==> src/rtl/ahb_pkg.sv <==
// Shared AHB encodings, FSM state type and burst-length helpers for the
// AHB burst manager and its address generator.
package ahb_pkg;

  localparam int unsigned AHB_ADDR_WIDTH = 32;
  localparam int unsigned AHB_DATA_WIDTH = 32;

  typedef enum logic [1:0] {
    HT_IDLE   = 2'd0,
    HT_BUSY   = 2'd1,
    HT_NONSEQ = 2'd2,
    HT_SEQ    = 2'd3
  } htrans_t;

  typedef enum logic [2:0] {
    HB_SINGLE = 3'd0,
    HB_INCR   = 3'd1,
    HB_WRAP4  = 3'd2,
    HB_INCR4  = 3'd3,
    HB_WRAP8  = 3'd4,
    HB_INCR8  = 3'd5,
    HB_WRAP16 = 3'd6,
    HB_INCR16 = 3'd7
  } hburst_t;

  typedef enum logic [2:0] {
    HS_BYTE  = 3'd0,
    HS_HALF  = 3'd1,
    HS_WORD  = 3'd2,
    HS_DWORD = 3'd3,
    HS_QWORD = 3'd4,
    HS_OWORD = 3'd5,
    HS_512   = 3'd6,
    HS_1024  = 3'd7
  } hsize_t;

  typedef enum logic [2:0] {
    S_IDLE  = 3'd0,
    S_FIRST = 3'd1,
    S_BURST = 3'd2,
    S_LAST  = 3'd3,
    S_ERR   = 3'd4
  } state_t;

  // len only matters for undefined-length INCR bursts
  function automatic logic [4:0] burst_beats(hburst_t burst, logic [4:0] len);
    case (burst)
      HB_SINGLE:          return 5'd1;
      HB_INCR:            return len;
      HB_WRAP4, HB_INCR4: return 5'd4;
      HB_WRAP8, HB_INCR8: return 5'd8;
      default:            return 5'd16;
    endcase
  endfunction

  function automatic logic is_wrap(hburst_t burst);
    return (burst == HB_WRAP4) || (burst == HB_WRAP8) || (burst == HB_WRAP16);
  endfunction

endpackage

==> src/rtl/ahb_addr_gen.sv <==
// Combinational next-beat address: linear increment by the transfer size,
// folded back inside the (beats << size) aligned window for WRAP bursts.
module ahb_addr_gen import ahb_pkg::*; #(
  parameter int unsigned ADDR_WIDTH = AHB_ADDR_WIDTH
) (
  input  logic [ADDR_WIDTH-1:0] addr,
  input  logic [2:0]            size,
  input  logic [2:0]            burst,
  output logic [ADDR_WIDTH-1:0] next_addr
);

  logic [ADDR_WIDTH-1:0] incr;
  logic [ADDR_WIDTH-1:0] incr_addr;
  logic [ADDR_WIDTH-1:0] wrap_mask;

  always_comb begin
    incr      = ADDR_WIDTH'(1) << size;
    incr_addr = addr + incr;
    wrap_mask = (ADDR_WIDTH'(burst_beats(hburst_t'(burst), 5'd1)) << size) - ADDR_WIDTH'(1);
    if (is_wrap(hburst_t'(burst))) begin
      next_addr = (addr & ~wrap_mask) | (incr_addr & wrap_mask);
    end else begin
      next_addr = incr_addr;
    end
  end

endmodule

==> src/rtl/ahb_burst_manager.sv <==
// AHB-Lite burst master: accepts one command at a time and drives a pipelined
// SINGLE/INCR/WRAP burst, reporting data beats, completion and error aborts.
module ahb_burst_manager import ahb_pkg::*; #(
  parameter int unsigned ADDR_WIDTH = AHB_ADDR_WIDTH,
  parameter int unsigned DATA_WIDTH = AHB_DATA_WIDTH
) (
  input  logic                  clk,
  input  logic                  HRESETn,
  input  logic                  cmd_valid,
  output logic                  cmd_ready,
  input  logic                  cmd_write,
  input  logic [ADDR_WIDTH-1:0] cmd_addr,
  input  logic [2:0]            cmd_burst,
  input  logic [2:0]            cmd_size,
  input  logic [4:0]            cmd_len,
  input  logic [DATA_WIDTH-1:0] wdata,
  output logic                  wdata_ack,
  output logic                  rd_valid,
  output logic [DATA_WIDTH-1:0] rd_data,
  output logic                  done,
  output logic                  err,
  output logic [1:0]            HTRANS,
  output logic [ADDR_WIDTH-1:0] HADDR,
  output logic                  HWRITE,
  output logic [2:0]            HSIZE,
  output logic [2:0]            HBURST,
  output logic [3:0]            HPROT,
  output logic [DATA_WIDTH-1:0] HWDATA,
  input  logic [DATA_WIDTH-1:0] HRDATA,
  input  logic                  HREADY,
  input  logic                  HRESP
);

  localparam logic [2:0] MAX_SIZE = 3'($clog2(DATA_WIDTH / 8));

  state_t                state_q, state_d;
  htrans_t               htrans_q, htrans_d;
  logic [ADDR_WIDTH-1:0] haddr_q, haddr_d, next_addr;
  logic                  hwrite_q, hwrite_d;
  hsize_t                hsize_q, hsize_d;
  hburst_t               hburst_q, hburst_d;
  logic [4:0]            left_q, left_d;
  logic                  dphase_q, dphase_d;
  logic                  cmd_ready_q, cmd_ready_d;
  logic                  done_q, done_d;
  logic                  err_q, err_d;
  logic [4:0]            cmd_beats;
  logic [11:0]           end_off;
  logic                  cmd_bad;
  logic                  to_idle;

  ahb_addr_gen #(.ADDR_WIDTH(ADDR_WIDTH)) u_addr_gen (
    .addr      (haddr_q),
    .size      (hsize_q),
    .burst     (hburst_q),
    .next_addr (next_addr)
  );

  // Offset of the last beat within its 1 KB page; beyond 0x3FF it crosses.
  always_comb begin
    cmd_beats = burst_beats(hburst_t'(cmd_burst), cmd_len);
    end_off   = 12'(cmd_addr[9:0]) + (12'(cmd_beats - 5'd1) << cmd_size);
    cmd_bad   = (cmd_size > MAX_SIZE) || (cmd_beats == 5'd0) || (cmd_beats > 5'd16) ||
                (!is_wrap(hburst_t'(cmd_burst)) && (end_off > 12'h3FF));
  end

  always_comb begin
    state_d     = state_q;
    htrans_d    = htrans_q;
    haddr_d     = haddr_q;
    hwrite_d    = hwrite_q;
    hsize_d     = hsize_q;
    hburst_d    = hburst_q;
    left_d      = left_q;
    dphase_d    = dphase_q;
    cmd_ready_d = cmd_ready_q;
    done_d      = 1'b0;
    err_d       = 1'b0;
    to_idle     = 1'b0;

    case (state_q)
      S_IDLE: begin
        cmd_ready_d = 1'b1;
        if (cmd_valid && cmd_ready_q) begin
          if (cmd_bad) begin
            err_d = 1'b1;
          end else begin
            state_d     = S_FIRST;
            htrans_d    = HT_NONSEQ;
            haddr_d     = cmd_addr;
            hwrite_d    = cmd_write;
            hsize_d     = hsize_t'(cmd_size);
            hburst_d    = hburst_t'(cmd_burst);
            left_d      = cmd_beats - 5'd1;
            cmd_ready_d = 1'b0;
          end
        end
      end
      S_FIRST: begin
        if (HREADY) begin
          dphase_d = 1'b1;
          if (left_q != 5'd0) begin
            state_d  = S_BURST;
            htrans_d = HT_SEQ;
            haddr_d  = next_addr;
            left_d   = left_q - 5'd1;
          end else begin
            state_d  = S_LAST;
            htrans_d = HT_IDLE;
          end
        end
      end
      S_BURST, S_LAST: begin
        // An ERROR response ends the burst; a one-cycle response is tolerated too.
        if (HRESP) begin
          htrans_d = HT_IDLE;
          dphase_d = 1'b0;
          if (HREADY) begin
            err_d   = 1'b1;
            to_idle = 1'b1;
          end else begin
            state_d = S_ERR;
          end
        end else if (HREADY) begin
          if (state_q == S_LAST) begin
            done_d  = 1'b1;
            to_idle = 1'b1;
          end else if (left_q != 5'd0) begin
            haddr_d = next_addr;
            left_d  = left_q - 5'd1;
          end else begin
            state_d  = S_LAST;
            htrans_d = HT_IDLE;
          end
        end
      end
      S_ERR: begin
        if (HREADY) begin
          err_d   = 1'b1;
          to_idle = 1'b1;
        end
      end
      default: to_idle = 1'b1;
    endcase

    if (to_idle) begin
      state_d     = S_IDLE;
      htrans_d    = HT_IDLE;
      hwrite_d    = 1'b0;
      hsize_d     = HS_BYTE;
      hburst_d    = HB_SINGLE;
      dphase_d    = 1'b0;
      cmd_ready_d = 1'b1;
    end
  end

  always_ff @(posedge clk or negedge HRESETn) begin
    if (!HRESETn) begin
      state_q     <= S_IDLE;
      htrans_q    <= HT_IDLE;
      haddr_q     <= '0;
      hwrite_q    <= 1'b0;
      hsize_q     <= HS_BYTE;
      hburst_q    <= HB_SINGLE;
      left_q      <= '0;
      dphase_q    <= 1'b0;
      cmd_ready_q <= 1'b0;
      done_q      <= 1'b0;
      err_q       <= 1'b0;
    end else begin
      state_q     <= state_d;
      htrans_q    <= htrans_d;
      haddr_q     <= haddr_d;
      hwrite_q    <= hwrite_d;
      hsize_q     <= hsize_d;
      hburst_q    <= hburst_d;
      left_q      <= left_d;
      dphase_q    <= dphase_d;
      cmd_ready_q <= cmd_ready_d;
      done_q      <= done_d;
      err_q       <= err_d;
    end
  end

  assign cmd_ready = cmd_ready_q;
  assign done      = done_q;
  assign err       = err_q;
  assign HTRANS    = htrans_q;
  assign HADDR     = haddr_q;
  assign HWRITE    = hwrite_q;
  assign HSIZE     = hsize_q;
  assign HBURST    = hburst_q;
  assign HPROT     = 4'b0011;
  assign HWDATA    = wdata;
  assign rd_data   = HRDATA;
  assign wdata_ack = dphase_q && hwrite_q && HREADY && !HRESP;
  assign rd_valid  = dphase_q && !hwrite_q && HREADY && !HRESP;

endmodule
==> config.mk <==
export PLATFORM = sky130hd
export DESIGN_NAME = ahb_burst_manager
export DESIGN_NICKNAME = d
export VERILOG_FILES = /design/src/rtl/ahb_pkg.sv /design/src/rtl/ahb_addr_gen.sv /design/src/rtl/ahb_burst_manager.sv
export SDC_FILE = /design/constraint.sdc
export NUM_CORES = 1
export LEC_CHECK = 0
export ABC_AREA = 1
export BUFFER_PORTS_ARGS = -buffer_cell sky130_fd_sc_hd__buf_2
export CAP_MARGIN = 0
export CORE_UTILIZATION = 45
export DETAILED_ROUTE_END_ITERATION = 10
export PLACE_DENSITY_LB_ADDON = 0.12
export SYNTH_ARGS = -nofsm -noshare
export SYNTH_HDL_FRONTEND = slang
export SYNTH_SLANG_ARGS = --single-unit
==> constraint.sdc <==
create_clock -name clk -period 4.1 [get_ports clk]
set_clock_uncertainty 0.2 [all_clocks]
set_input_delay 0.41 -clock clk [delete_from_list [all_inputs] [get_ports clk]]
set_output_delay 0.41 -clock clk [all_outputs]
set_load 0.02 [all_outputs]
==> Word-level counts from Yosys, hierarchy flattened <==
Index checks and enable logic that the tools add are counted.
W data, S select, Z words.
{ "classes": {"add_sub_neg": 6, "magnitude_cmp": 3, "eq_ne": 31, "shift": 3, "mux": 70, "bitwise_logic": 4, "reduce_logical": 40} }
{ "op_table": {"columns": ["op", "n"], "rows": [
  ["$mux W32", 8],
  ["$pmux W32 S3", 1],
  ["$and A32 B32 Y32", 2],
  ["$mux W3", 17],
  ["$mux W5", 7],
  ["$add A32 B32 Y32", 1],
  ["$not A32 Y32", 1],
  ["$or A32 B32 Y32", 1],
  ["$shl A1 B3 Y32 const A", 1],
  ["$shl A5 B3 Y32", 1],
  ["$sub A32 B1 Y32 const B", 1],
  ["$pmux W5 S3", 2],
  ["$eq A3 B3 Y1 const B", 7],
  ["$mux W1", 20],
  ["$pmux W5 S4", 1],
  ["$eq A3 B2 Y1 const B", 6],
  ["$mux W2", 9],
  ["$ne A4 B4 Y1 const B", 4],
  ["$reduce_and A7 Y1", 2],
  ["$reduce_or A2 Y1", 7],
  ["$add A10 B12 Y12", 1],
  ["$gt A12 B10 Y1 const B", 1],
  ["$ne A2 B2 Y1 const B", 6],
  ["$ne A3 B3 Y1 const B", 4],
  ["other kinds (22)", 46]
]} }
{ "totals": {"regBits": 53, "in_bits": 113, "out_inout_bits": 114, "word_cells": 168} }

==> Longest topological paths before layout <==
{ "logic_depth": {"ltp_word": 14, "depth_mapped": 30, "mapped_depth_nobuf": 29} }

==> Hierarchy <==
A second synthesis with hierarchy kept.
{ "unflattened": {"cells_unflattened": 900, "hier_area_um2": 5731.7} }
{ "modules_own_cells": {"columns": ["mod", "n_inst", "cells_per_inst", "area_per_inst_um2", "seq_area_each_um2"], "rows": [
  ["ahb_burst_manager", 1, 593, 4060.1, 1326.3],
  ["ahb_addr_gen", 1, 307, 1671.6, 0.0]
]} }

==> Worst setup path after synthesis <==
Ideal clock, no wire load.
{ "synth_path": {"path_type": "input port to flip-flop", "startpoint": "input cmd_burst[1]", "endpoint": "register (tool-made name)", "setup_ns": 0.118, "t_arrival_ns": 3.198, "required_ns": 3.782, "path_slack_ns": 0.584, "path_stages": 27, "n_path_buf": 1, "cell_sequence": "nor2_4 nand3_2 ha_1 xor2_1 mux2i_1 nor2_1 a31oi_1 nand2_1 o21ai_0 ha_1 a21oi_1 nor3_1 a211oi_1 nand2_1 nand2_1 nand2_1 nand2_1 nand2_1 nand3_1 nand3_1 nand2_2 nand2_2 nand2_4 nand3_4 buf_6 nand2_1 nand2_1"} }
{ "synth_rtl": {"columns": ["element", "line", "rtl"], "rows": [
  ["start, declared", "ahb_burst_manager.sv:13", "input logic [2:0] cmd_burst,"]
]} }

==> flow_summary.ini <==
[timing]
whs_ps = 108.4
worstMarginPinSlew_ps = 961.6
rsz0062_at_grt = false
tns_ps = 0
period_share = 0.9335
max-slew-margin-rel = 0.3566
finalSetupViolations = 0
max_freq_ghz = 0.2613
hold_viol_final = 0
finalWorstSetupSlack_ps = 272.7
report.final.slew_viol_count = 0
period_needed_ps = 3827

[synthesis]
async_flop_share = 1.000
postSynthCellCount = 858
synthFlopType = dfrtp_1
yosys_warnings = 0
synth-seq-area-share = 0.2364
ys_ff_latch = 53
netlist_area_um2 = 5609
synth.avg_cell_area_um2 = 6.537
synth_edf_count = 0
ys_types = 48

[finish]
area_growth_pct = 7.316
register_area_um2 = 1326
multiInputGateArea_um2 = 3387
diodes = 0
stdcell_count = 1058
final_nets = 1026
nFillCells = 1251
drive_gt1_frac = 0.1921

[routing]
drt_iter0_drc = 349
ant_nets = 0
avgRoutedWirePerCell_um = 15.21
viasPerCell = 5.412
drtPass1Iterations = 5
drc = 0
totalWireLength_um = 16090
num_vias = 5726

[floorplanning]
die_y_um = 113.6
std_cell_rows = 40
dieArea_um2 = 12920
dieWidth_um = 113.6
design.portCount = 227
core_area_um2 = 12060
floorplan.initialDensity = 0.4650

[worst_hold_path]
min_path_cells = 3
min_path_type = input port to flop

[critical_path]
crit_type = input port to flop
cp_slowest_cell = ha_1
reg2regPathDepth = 19
cp-end-kind = flop
critPathBufInv = 2
critical_path.startpoint_type = input port
required_ps = 4100
cp_top_family = simple AND/OR/NAND/NOR gates
crit_fanout = 21
crit_arrival_ps = 3820
cp.depth = 28
worst_path_most_repeated_cell = nand2_1
worst_path_largest_cell_delay_ps = 270

[global_route]
grt_pass1_vias = 5443
antenna_found_initial = 0
grt_pass1_wl_um = 26060
track_usage = 0.2501
overflow = 0
grt_max_degree = 48

[cts]
cts_buffers = 5
cts_tree = done
root_buffer = clkbuf_16
clk_latency_ps = 300
clockBufferDepth = 2
clkSinkCount = 53
ctsHtreeMaxLevel = 2
clk_pin_slew_ps = 80

[run]
cap_violations = 0

[pwr]
p_leak_nw = 3.168
p_total_w = 0.004551
vdd_drop_max_mv = 0.3802
power_density_nw_per_um2 = 756.1

[placement]
place_inst = 1047
port_buffers = 94
hpwl_um = 12410
gp_congestion = 0.8865
dp_slack_ps = -196.1

[status]
status = completed
## cells in the mapped netlist (all sizes together), types with 2 or more instances
cell / n / area [um^2]
ha: 23 / 287.8
o211ai: 7 / 52.55
buf: 85 / 629.4
mux2i: 3 / 30.03
nand4: 39 / 250.2
dfrtp: 53 / 1326
inv: 78 / 292.8
a22oi: 2 / 15.01
a221oi: 2 / 17.52
nor4: 2 / 12.51
xnor2: 12 / 105.1
or4: 2 / 15.01
clkbuf: 7 / 26.28
nor2: 69 / 279.0
nand3: 70 / 392.9
o21ai: 54 / 274.0
nor3: 16 / 80.08
nand2: 267 / 1065
a22o: 7 / 61.31
a21oi: 26 / 130.1
xor2: 13 / 113.9
conb: 2 / 7.510
or2: 5 / 31.28
nand3b: 4 / 30.03
## cells by family after synthesis
kind of cell,share of synthesized area
mux,0.005354
buf+inv,0.1698
compound gates,0.1075
fa+ha+maj,0.05487
xor+xnor,0.03904
simple gates,0.3857
flops,0.2364
other cells,0.001339
## final timing paths
| kind | startpoint | to | slack (ps) |
|---|---|---|---|
| setup / recovery | cmd_burst[1] | flop | 270 |
| hold / removal | cmd_write | HWRITE$_DFFE_PN0P_ | 110 |
| setup reg to reg | HSIZE[1]$_DFFE_PN0P_ | flop | 470 |
| hold reg to reg | HTRANS[0]$_DFFE_PN0P_ | HTRANS[0]$_DFFE_PN0P_ | 300 |
| max in group asynchronous | HRESETn | done$_DFF_PN0_ | 2440 |
| min in group asynchronous | HRESETn | async pin | 430 |
## final cells by class
cell class	count	share of cell area
clock buffer	6	0.02307
tap	168	0.03492
sequential	53	0.2203
clock inverter	2	0.002702
inverter	79	0.04926
timing repair buffer	113	0.1070
multi-input combinational	637	0.5627
## where the power goes
part | internal (W) | total [W] | leakage (nW) | switching (W)
registers | 0.000748 | 0.00102 | 0.678 | 0.000273
logic | 0.00104 | 0.00306 | 2.42 | 0.00202
clock network | 0.000247 | 0.000469 | 0.0735 | 0.000222
total | 0.00204 | 0.00455 | 3.17 | 0.00251
## worst reg2reg max path: cells and delay by family (launching register included)
kind / cells / cell delay, ps
xor gates and xnor gates: 1 / 140
adders and majority gates: 1 / 430
buffers and inverters: 2 / 270
DFF: 1 / 460
and+or+nand+nor: 15 / 2080
## stage by stage
stage	cell area, um^2	util
final	6020	0.4991
after global routing	6020	0.4991
after CTS	5964	0.4945
after detailed placement	5799	0.4808
after global placement	5799	0.4808
after floorplan	5617	-
## layer usage
layer  track usage  vias up  wire, um
met1        0.3104     2668      7274
met2        0.4317      194      7453
met3       0.04623       39       928
met5             0        -         0
li1              -     2825         -
met4       0.09123        0       435
## what timing repair did
item | in CTS | in global routing
setup buffers | 0 | 1
endpoints found under the hold margin | 22 | 0
hold buffers | 1 | 0
resized for setup | 0 | 10
endpoints found under the setup margin | 0 | 36
## placed cells by master, fill, tap and decap left out, types with 2 or more instances in the layout
cell type  instances
o21ai_0           42
or2_2              5
nand4_1           38
conb_1             4
nor4_1             2
mux2i_1            3
a22o_1             7
nand3_4            2
nand3b_1           4
nand3_1           62
o211ai_1           7
nand2_4            2
nor2_2             6
nand3_2            7
or4_1              2
o21ai_1           10
buf_2             94
xor2_1            13
buf_12             2
clkbuf_16          5
inv_2              6
buf_4             15
nor2_1            62
nor3_1            15
nand2_2           16
ha_1              23
a221oi_1           2
o21ai_2            2
a22oi_1            2
dfrtp_1           53
inv_1             72
nand2_1          248
xnor2_1           12
a21oi_1           26
Note: power is estimated with default switching activity, not from simulation.
